[src/rtl/fifo_pkg.sv]
// Types and constants shared by the FIFO read and write controllers.
package fifo_pkg;
    localparam int FIFO_AW    = 10;
    localparam int FWFT_DEPTH = 2;

    // Pointer type for the default-depth FIFO; wrap bit in the MSB.
    typedef logic [FIFO_AW:0] ptr_t;
endpackage

[src/rtl/fifo_out_buf.sv]
// Two-entry registered output buffer (head/tail) feeding the FWFT consumer port.
module fifo_out_buf #(
    parameter int DW = 32
) (
    input  logic          i_clk,
    input  logic          i_rst_n,
    input  logic          push,
    input  logic [DW-1:0] push_data,
    input  logic          pop,
    input  logic          flush,
    output logic [DW-1:0] head_data,
    output logic          head_valid,
    output logic [1:0]    cnt
);
    logic [DW-1:0] tail_data;
    logic [1:0]    cnt_nxt;

    always_comb begin
        cnt_nxt = cnt;
        if (flush)            cnt_nxt = 2'd0;
        else if (push && !pop) cnt_nxt = cnt + 2'd1;
        else if (pop && !push) cnt_nxt = cnt - 2'd1;
    end

    always_ff @(posedge i_clk or negedge i_rst_n) begin
        if (!i_rst_n) begin
            head_data  <= '0;
            tail_data  <= '0;
            head_valid <= 1'b0;
            cnt        <= 2'd0;
        end else begin
            cnt        <= cnt_nxt;
            head_valid <= (cnt_nxt != 2'd0);
            if (!flush) begin
                if (push && pop) begin
                    // Simultaneous arrival and pop: the arrival goes wherever the
                    // head will be after the pop.
                    if (cnt == 2'd2) begin
                        head_data <= tail_data;
                        tail_data <= push_data;
                    end else begin
                        head_data <= push_data;
                    end
                end else if (push) begin
                    if (cnt == 2'd0) head_data <= push_data;
                    else             tail_data <= push_data;
                end else if (pop && cnt == 2'd2) begin
                    head_data <= tail_data;
                end
            end
        end
    end
endmodule

[src/rtl/fifo_rd_ctrl_fwft.sv]
// FIFO read controller for a 1-cycle registered RAM read port, with a 2-deep
// first-word-fall-through output buffer, occupancy count and synchronous flush.
module fifo_rd_ctrl_fwft
    import fifo_pkg::*;
#(
    parameter int AW = 10,
    parameter int DW = 32
) (
    input  logic          i_clk,
    input  logic          i_rst_n,
    input  logic [AW:0]   i_wptr,
    input  logic [DW-1:0] i_rdata,
    input  logic          i_ready_m,
    input  logic          i_flush,
    input  logic [AW-1:0] i_almostempty_lvl,
    output logic [AW:0]   o_rptr,
    output logic [AW-1:0] o_raddr,
    output logic          o_ren,
    output logic [DW-1:0] o_data_m,
    output logic          o_valid_m,
    output logic [AW+1:0] o_count,
    output logic          o_empty,
    output logic          o_almostempty
);
    logic [AW:0] rptr;
    logic [AW:0] mem_cnt;
    logic        inflight;
    logic [1:0]  buf_cnt;
    logic [1:0]  occ;
    logic        pop;

    assign pop = o_valid_m & i_ready_m;
    assign occ = buf_cnt + {1'b0, inflight};

    // Never request more than the buffer can absorb once in-flight data lands.
    assign o_ren = ~i_flush & (rptr != i_wptr) &
                   ((occ - {1'b0, pop}) < 2'(FWFT_DEPTH));

    always_ff @(posedge i_clk or negedge i_rst_n) begin
        if (!i_rst_n) begin
            rptr     <= '0;
            inflight <= 1'b0;
        end else begin
            inflight <= o_ren;
            if (i_flush) rptr <= i_wptr;
            else if (o_ren) rptr <= rptr + 1'b1;
        end
    end

    assign o_rptr  = rptr;
    assign o_raddr = rptr[AW-1:0];

    assign mem_cnt       = i_wptr - rptr;
    assign o_count       = {1'b0, mem_cnt} + {{AW{1'b0}}, occ};
    assign o_empty       = (o_count == '0);
    assign o_almostempty = (o_count <= {2'b00, i_almostempty_lvl});

    // Data landing the cycle after a read is always accepted; a flush in that
    // same cycle discards it inside the buffer.
    fifo_out_buf #(.DW(DW)) u_buf (
        .i_clk      (i_clk),
        .i_rst_n    (i_rst_n),
        .push       (inflight),
        .push_data  (i_rdata),
        .pop        (pop),
        .flush      (i_flush),
        .head_data  (o_data_m),
        .head_valid (o_valid_m),
        .cnt        (buf_cnt)
    );
endmodule

[config.mk]
export PLATFORM = sky130hd
export DESIGN_NAME = fifo_rd_ctrl_fwft
export DESIGN_NICKNAME = d
export VERILOG_FILES = /design/src/rtl/fifo_pkg.sv /design/src/rtl/fifo_out_buf.sv /design/src/rtl/fifo_rd_ctrl_fwft.sv
export SDC_FILE = /design/constraint.sdc
export NUM_CORES = 1
export LEC_CHECK = 0
export ABC_AREA = 1
export CAP_MARGIN = 15
export CORE_MARGIN = 2
export CORE_UTILIZATION = 53
export CTS_BUF_LIST = sky130_fd_sc_hd__clkbuf_8
export CTS_CLUSTER_DIAMETER = 30
export DETAILED_ROUTE_END_ITERATION = 8
export PLACE_DENSITY = 0.82
export SLEW_MARGIN = 5
export SYNTH_ARGS = -nofsm -noshare
export SYNTH_HDL_FRONTEND = slang
export SYNTH_HIERARCHICAL = 1
export SYNTH_SLANG_ARGS = --single-unit
[constraint.sdc]
create_clock -name i_clk -period 12.4 [get_ports i_clk]
set_input_delay 3.1 -clock i_clk [delete_from_list [all_inputs] [get_ports i_clk]]
set_output_delay 3.1 -clock i_clk [all_outputs]
set_load 0.01 [all_outputs]
==> results.json, run 1 <==
{
  "fp.dieArea_sq_um": 12400,
  "timing.rr.end": "u_buf/tail_data[4]",
  "slew_viol_final": 0,
  "die_w_um": 111,
  "drc_errors": 0,
  "routed_wl_mm": 15.6,
  "leakage_nw": 4.20,
  "vias": 6047,
  "synth_edf_count": 0,
  "crit_slowest_cell": "clkdlybuf4s50_1",
  "arrival_ps": 6910,
  "wl_per_cell_um": 13.0,
  "async_reset_ff_share_pct": 100,
  "grt_pass1_vias": 5547,
  "synth-compound-area-share_pct": 3.71,
  "rsz0062_at_grt": "no",
  "yosysTopAreaCell": "dfrtp_1",
  "p_int_w": 0.00101,
  "synthTopCellsByArea": "dfrtp_1, nand2_1, inv_1",
  "cp-start-kind": "primary input",
  "cts_resized": 0,
  "fmax_mhz": 99.9,
  "worstHoldStart": "u_buf/head_data[5]",
  "tritoncts": "yes",
  "clk_latency_ps": 370,
  "drt-initial-drc-count": 416,
  "cp_slowest_stage_delay_ps": 540,
  "yosys_most_used_dff": "dfrtp_1",
  "synth.area.mux_share_pct": 0,
  "hold-path-endpoint": "u_buf/head_data[5]",
  "p_switching_w": 0.000913,
  "path_clk_slew_ps": 80,
  "fin_crit_sh_pct": 80.7,
  "holdWs_ps": 479,
  "antenna_cells": 0,
  "fin_tns_setup_ps": 0,
  "synth_xor_area_share_pct": 1.86,
  "initial_core_util_pct": 54.0,
  "drive_gt1_share_pct": 5.57,
  "rows": 39,
  "fin_crit_ps": 10010,
  "io_buffers": 125,
  "clockRootBuffer": "clkbuf_8",
  "detailed_place_hpwl_mm": 10.5,
  "worstSetupPathType": "in -> out",
  "stdcell_area_sq_um": 7480,
  "setup.worst_path.end_class": "primary output",
  "grt_pass1_wl_mm": 26.5,
  "setup_viol": 0,
  "die_h_um": 111,
  "cts_max_path_buffers": 2,
  "synth_fa_ha_area_share_pct": 5.98,
  "cellPowerDensity_nw_per_um2": 256,
  "gp_congestion": 0.886,
  "grt.total_usage_pct": 25.7,
  "drtAntennaViolNets": 0,
  "nNetsFinal": 1139,
  "setup_ws_ps": 2390,
  "place_area_sq_um": 7290,
  "hold_path.class": "reg -> reg",
  "synth_nets": 1048,
  "finish.utilization_pct": 66.1,
  "worst-r2r-setup-slack_ps": 8780,
  "cts.htree.levels": 3,
  "ir_worst_vdd_mv": 0.236,
  "ys_seq_area_share_pct": 32.4,
  "synth_warnings": 6,
  "crit_path_cell_trace": "clkdlybuf4s50_1, inv_1, ha_1, fa_1, inv_1, ha_1, a21oi_1, nor2_4, nand3_4, nor2_4, nand2_2, nor2_2, nand2_1, nand2_1, inv_1, ha_1, nand2_1, nor4_1, a21oi_1, nor2_1, clkdlybuf4s50_1",
  "r2r_start": "inflight",
  "synth_area_sq_um": 6110,
  "status": "completed",
  "area_growth_pct": 22.5,
  "numCtsBuffers": 9,
  "skew_ps": 15.0,
  "pre_cts_ws_ps": 2390,
  "reg2regPathDepth": 7,
  "synth_top_family_by_area": "simple AND/OR/NAND/NOR gates",
  "synth_common_cells": "nand2_1, inv_1, nand3_1, dfrtp_1, ha_1",
  "cts_sinks": 79,
  "synth.most_common_cell": "nand2_1",
  "antenna_found_initial": 0,
  "grt_overflow": 0,
  "syn_inst": 963,
  "p_seq_share_pct": 23.8,
  "num_io_pins": 126,
  "grt_max_degree": 80,
  "p_sw_share_pct": 47.6,
  "p_clk_share_pct": 10.5,
  "hold_depth": 2,
  "hold_viol_final": 0,
  "tightest_slew_ps": 1160,
  "synth_top_area_share_pct": 32.4,
  "required_ps": 9300,
  "vias_per_cell": 5.03,
  "max_slew_margin_pct": 22.8,
  "cts-hold-fix-buffers": 0,
  "drv_cap": 0,
  "synth.ff_latch_count": 79,
  "critPathMaxFanout": 3,
  "yosys.area_share.simple_pct": 43.0,
  "comb_power_share_pct": 65.7,
  "syn_area_per_cell_sq_um": 6.35,
  "postCtsSetupBuffers": 0,
  "firstDrtPassIters": 5,
  "yosys.cell_types.count": 37,
  "coreArea_sq_um": 11300
}
## power by group through the flow
stage / clock, W / combinational (W) / sequential [W]
floorplan: 0 / 0.000823 / 0.000475
global placement: 0 / 0.00123 / 0.000458
detailed placement: 0 / 0.00126 / 0.000461
CTS: 0.000203 / 0.00127 / 0.000457
global route: 0.000216 / 0.00142 / 0.000474
finish: 0.000201 / 0.00126 / 0.000458
## per-layer routing
metal / track usage [%] / vias to the layer above / routed length, um
li1: - / 3103 / -
met1: 34.7 / 2716 / 7020
met2: 42.4 / 208 / 7340
met3: 5.72 / 20 / 1030
met4: 6.26 / 0 / 233
met5: 0 / - / 0
## worst max path at each step
stage	from	to	slack, ps	cells after the start
6_report	i_wptr[0]	o_almostempty	2390	21
5_1_grt	i_wptr[0]	o_almostempty	2080	21
4_1_cts	i_wptr[0]	o_almostempty	2380	21
3_5_place_dp	i_wptr[0]	o_almostempty	2390	21
3_3_place_gp	i_wptr[0]	o_almostempty	2500	19
2_1_floorplan	i_wptr[0]	o_almostempty	3510	17
## per-stage QoR
step	std cells	power, W
after floorplan	963	0.00130
after global placement	1186	0.00169
after detailed placement	1186	0.00172
after CTS	1202	0.00192
after global routing	1202	0.00211
final	1202	0.00192
## worst max-delay path: cells and delay by family
family | cells | cell delay (ps)
and+or+nand+nor | 10 | 1150
AOI/OAI and AO/OA | 2 | 150
adders and majority gates | 4 | 1300
buffers and inverters | 5 | 1200
## registers in the layout (all words and copies together) (netlist names)
register and count:
o_rptr 11, u_buf/tail_data 32, u_buf/head_data 32, inflight 1, u_buf/head_valid 1, u_buf/cnt 2
## cells in the final DEF, fill, tap and decap left out, drive strengths merged
cell,Yosys,final
o221ai,7,7
nor4,1,1
nand3,98,98
nor3,5,5
bufinv,0,1
buf,40,5
o211ai,3,3
inv,137,139
ha,26,26
nand2,487,487
a22oi,2,2
nor2,25,25
clkdlybuf4s50,0,124
xor2,9,9
and2,1,1
o21ai,7,7
or2,2,2
fa,2,2
a221oi,1,1
clkinv,1,3
xnor2,4,4
o21bai,2,2
a21oi,12,12
nand3b,1,1
clkbuf,9,10
clkinvlp,0,1
dfrtp,79,79
nand4,2,2
## area by class of cell
class                   count  area, sq um
well taps                 143          179
flip-flops and latches     79         1980
fillers                  1041         3840
inverters                 138          518
clock inverters             6         60.1
clock buffers              10          138
multi-input cells         697         3330
repair buffers            129         1280
## cells by family after synthesis
kind of cell    after synthesis
buf+inv                     187
flops                        79
simple gates                622
fa+ha+maj                    28
compound gates               34
xor+xnor                     13
Note: power is estimated with default switching activity, not from simulation.
==> run 2, diff against run 1 <==
CORE_UTILIZATION = 49   (was 53)
PLACE_DENSITY = 0.8   (was 0.82)
clock period = 8.6 ns   (was 12.4 ns; I/O delays follow)
==> results.json, run 2 (same netlist as run 1, synthesis figures left out) <==
{
  "grt_max_degree": 80,
  "antenna_cells": 0,
  "critPathMaxFanout": 3,
  "initial_core_util_pct": 50.5,
  "crit_path_cell_trace": "clkdlybuf4s50_1, inv_1, ha_1, fa_1, inv_1, ha_1, a21oi_1, nor2_4, nand3_4, nor2_4, nand2_2, nor2_2, nand2_1, nand2_1, inv_1, ha_1, nand2_1, nor4_1, a21oi_1, nor2_1, clkdlybuf4s50_1",
  "cp-start-kind": "primary input",
  "cts-hold-fix-buffers": 0,
  "fin_crit_ps": 8070,
  "cts.htree.levels": 3,
  "drc_errors": 0,
  "gp_congestion": 0.853,
  "crit_slowest_cell": "fa_1",
  "setup.worst_path.end_class": "primary output",
  "cellPowerDensity_nw_per_um2": 374,
  "rows": 40,
  "cts_sinks": 79,
  "fp.dieArea_sq_um": 13400,
  "drv_cap": 0,
  "path_clk_slew_ps": 70,
  "hold_viol_final": 0,
  "drive_gt1_share_pct": 5.66,
  "path_delay_family": "adder cells",
  "crit_buf_inv": 5,
  "vias_per_cell": 4.95,
  "max_slew_margin_pct": 23.3,
  "die_h_um": 116,
  "die_w_um": 116,
  "area_growth_pct": 24.2,
  "io_buffers": 125,
  "grt_overflow": 0,
  "postCtsSetupBuffers": 0,
  "final_common_cell": "nand2_1",
  "num_io_pins": 126,
  "fmax_mhz": 124,
  "setup_viol": 0,
  "antenna_found_initial": 0,
  "cp_slowest_stage_delay_ps": 540,
  "fin_tns_setup_ps": 0,
  "coreArea_sq_um": 12100,
  "hold_path.class": "reg -> reg",
  "grt_pass1_wl_mm": 26.7,
  "wl_per_cell_um": 12.9,
  "place_inst": 1211,
  "nNetsFinal": 1140,
  "skew_ps": 10.8,
  "fillers": 1120,
  "grt_pass1_vias": 5721,
  "clk_latency_ps": 360,
  "arrival_ps": 5920,
  "drtAntennaViolNets": 0,
  "vias": 6083,
  "slew_viol_final": 0,
  "worstSetupPathType": "in -> out",
  "mostFrequentLayoutCells": "nand2_1, inv_1, clkdlybuf4s50_1, nand3_1, dfrtp_1",
  "drt-initial-drc-count": 516,
  "cts_resized": 0,
  "cts_max_path_buffers": 2,
  "tightest_slew_ps": 1150,
  "holdWs_ps": 479,
  "detailed_place_hpwl_mm": 10.4,
  "routed_wl_mm": 15.8,
  "fin_crit_sh_pct": 93.8,
  "required_ps": 6450,
  "tritoncts": "yes",
  "firstDrtPassIters": 5,
  "rsz0062_at_grt": "no",
  "stdcell_count": 1228,
  "clockRootBuffer": "clkbuf_8",
  "numCtsBuffers": 9,
  "grt.total_usage_pct": 24.6,
  "status": "completed",
  "leakage_nw": 4.23,
  "ir_worst_vdd_mv": 0.313
}
-- run 2: path summary, 6_finish.rpt --
check / startpoint / end / slack [ps] / cells after the start
max in group asynchronous: i_rst_n / u_buf/tail_data[14] / 6000 / 1
min in group asynchronous: i_rst_n / u_buf/tail_data[2] / 1970 / 1
min reg2reg: u_buf/head_data[1] / u_buf/head_data[1] / 480 / 2
min: u_buf/head_data[1] / u_buf/head_data[1] / 480 / 2
max reg2reg: inflight / u_buf/tail_data[1] / 4940 / 7
max: i_wptr[0] / o_almostempty / 530 / 21
-- run 2: final cells by class --
type / count / area [sq um] / share of cell area [%]
inverters: 138 / 518 / 6.82
flip-flops and latches: 79 / 1980 / 26.0
clock inverters: 6 / 109 / 1.43
well taps: 168 / 210 / 2.77
multi-input cells: 697 / 3330 / 43.9
clock buffers: 10 / 138 / 1.81
repair buffers: 130 / 1310 / 17.2
-- run 2: routing by layer --
metal | global-route usage, % | vias to the layer above | part of all wire (%)
li1 | - | 3101 | -
met1 | 33.7 | 2771 | 45
met2 | 40.1 | 197 | 47
met3 | 4.08 | 14 | 6.2
met4 | 7.86 | 0 | 1.6
met5 | 0 | - | 0
-- run 2: power breakdown --
part	total, W	leakage (nW)	switching [W]	internal, W
sequential	0.000662	0.996	0.000129	0.000532
combinational	0.00184	3.11	0.00105	0.000790
clock	0.000345	0.120	0.000145	0.000200
total	0.00284	4.23	0.00132	0.00152
-- run 2: worst register-to-register path: stages, from the launching register on --
cell and delay, ps:
dfrtp_1 340, buf_4 390, nand2_2 560, inv_2 730
nand2_2 620, nand2_2 740, nand2_1 120, nand2_1 80
-- run 2: per-stage QoR --
step / cell area [sq um] / power (W) / setup WS (ps) / util (%)
final: 7590 / 0.00284 / 531 / 62.7
after global routing: 7590 / 0.00312 / 260 / 62.7
after CTS: 7560 / 0.00284 / 501 / 62.4
after detailed placement: 7320 / 0.00248 / 504 / 60.4
after global placement: 7320 / 0.00244 / 611 / 60.4
after floorplan: 6110 / 0.00187 / 1610 / -
==> run 3, diff against run 2 <==
SETUP_SLACK_MARGIN = 0.5   (was not set)
==> results.json, run 3 (same netlist as run 1, synthesis figures left out) <==
{
  "ir_worst_vdd_mv": 0.313,
  "fin_crit_ps": 7720,
  "cp-start-kind": "primary input",
  "finish.utilization_pct": 62.7,
  "postCtsSetupBuffers": 0,
  "setup_ws_ps": 876,
  "grt_max_degree": 80,
  "skew_ps": 10.8,
  "timing.rr.end": "u_buf/tail_data[1]",
  "grt_pass1_vias": 5721,
  "cts-hold-fix-buffers": 0,
  "io_buffers": 125,
  "detailed_place_hpwl_mm": 10.4,
  "numCtsBuffers": 9,
  "drv_cap": 0,
  "routed_wl_mm": 15.9,
  "wl_per_cell_um": 13.0,
  "path_clk_slew_ps": 80,
  "worstHoldStart": "u_buf/head_data[1]",
  "firstDrtPassIters": 5,
  "crit_buf_inv": 7,
  "crit_top_cell": "inv_1",
  "hold_viol_final": 0,
  "drt-initial-drc-count": 497,
  "setup.worst_path.end_class": "primary output",
  "worst-r2r-setup-slack_ps": 4920,
  "coreArea_sq_um": 12100,
  "tightest_slew_ps": 1140,
  "grt_pass1_wl_mm": 26.7,
  "cp_slowest_stage_delay_ps": 540,
  "max_slew_margin_pct": 24.2,
  "nNetsFinal": 1140,
  "fin_crit_sh_pct": 89.8,
  "required_ps": 6450,
  "place_inst": 1211,
  "drtAntennaViolNets": 0,
  "hold_depth": 2,
  "mostFrequentLayoutCells": "nand2_1, inv_1, clkdlybuf4s50_1, nand3_1, dfrtp_1",
  "path_depth": 21,
  "path_delay_family": "adder cells",
  "final_common_cell": "nand2_1",
  "worstSetupPathType": "in -> out",
  "critPathMaxFanout": 3,
  "gp_congestion": 0.853,
  "reg2regPathDepth": 7,
  "crit_path_cell_trace": "clkdlybuf4s50_1, inv_1, ha_1, fa_1, inv_1, ha_1, a21oi_1, nor2_4, inv_1, nand3_1, nand2_1, inv_1, ha_1, nand2_1, inv_1, a221oi_1, nor2_1, o21bai_1, a21oi_1, nor2_1, dlymetal6s2s_1",
  "grt_overflow": 0,
  "antenna_found_initial": 0,
  "vias_per_cell": 4.94,
  "drive_gt1_share_pct": 5.66,
  "drc_errors": 0,
  "die_h_um": 116,
  "hold_path.class": "reg -> reg",
  "fin_tns_setup_ps": 0,
  "grt.total_usage_pct": 24.6,
  "clk_latency_ps": 360,
  "leakage_nw": 4.24,
  "crit_slowest_cell": "fa_1",
  "ff_latch_area_sq_um": 1980,
  "place_area_sq_um": 7320,
  "die_w_um": 116,
  "pre_cts_ws_ps": 504,
  "num_io_pins": 126,
  "r2r_start": "inflight",
  "stdcell_area_sq_um": 7590,
  "antenna_cells": 0,
  "setup_viol": 0,
  "multiInputGateArea_sq_um": 3330,
  "clockRootBuffer": "clkbuf_8",
  "status": "completed",
  "fillers": 1121,
  "cts_max_path_buffers": 2,
  "initial_core_util_pct": 50.5,
  "slew_viol_final": 0,
  "tritoncts": "yes",
  "vias": 6061,
  "hold-path-endpoint": "u_buf/head_data[1]",
  "fp.dieArea_sq_um": 13400,
  "rows": 40,
  "area_growth_pct": 24.3,
  "stdcell_count": 1228,
  "cellPowerDensity_nw_per_um2": 375,
  "arrival_ps": 5570,
  "cts_sinks": 79,
  "rsz0062_at_grt": "no",
  "cts.htree.levels": 3,
  "fmax_mhz": 129
}
[run 3: area by class of cell]
class                      count  area share [%]
clock buffer                  10            1.81
clock inverter                 6            1.43
inverter                     138            6.82
multi-input combinational    697            43.9
timing repair buffer         130            17.2
sequential                    79            26.0
tap                          168            2.77
[run 3: worst register-to-register path, stage by stage, from the launching register on]
cell     delay (ps)
dfrtp_1         340
buf_4           400
nand2_2         560
inv_2           750
nand2_2         620
nand2_2         740
nand2_1         120
nand2_1          80
[run 3: power by group]
| group | internal, W | switching (W) | leakage (nW) |
|---|---|---|---|
| Combinational | 0.000788 | 0.00105 | 3.13 |
| Clock | 0.000200 | 0.000145 | 0.120 |
| Sequential | 0.000532 | 0.000130 | 0.996 |
[run 3: repair_timing]
item / CTS / global route
setup endpoints to repair: 0 / 1
gates resized for setup: 0 / 1
endpoints found under the hold margin: 0 / 0
[run 3: per-stage QoR]
step,power (W),hold slack [ps]
final,0.00284,479
after global routing,0.00312,504
after CTS,0.00284,485
after detailed placement,0.00248,464
after global placement,0.00244,460
after floorplan,0.00187,463
[run 3: how the worst max path moves through the flow]
stage	to	from
floorplan	o_almostempty	i_wptr[0]
finish	o_almostempty	i_wptr[0]
global placement	o_almostempty	i_wptr[0]
CTS	o_almostempty	i_wptr[0]
global route	o_almostempty	i_wptr[0]
detailed placement	o_almostempty	i_wptr[0]
[run 3: per-layer routing]
layer  part of all wire, %  GRT usage (%)  vias to the layer above
met5                     0              0                        -
met4                   1.6           7.86                        0
met3                   6.3           4.08                       19
met2                    46           40.1                      178
met1                    46           33.7                     2763
li1                      -              -                     3101
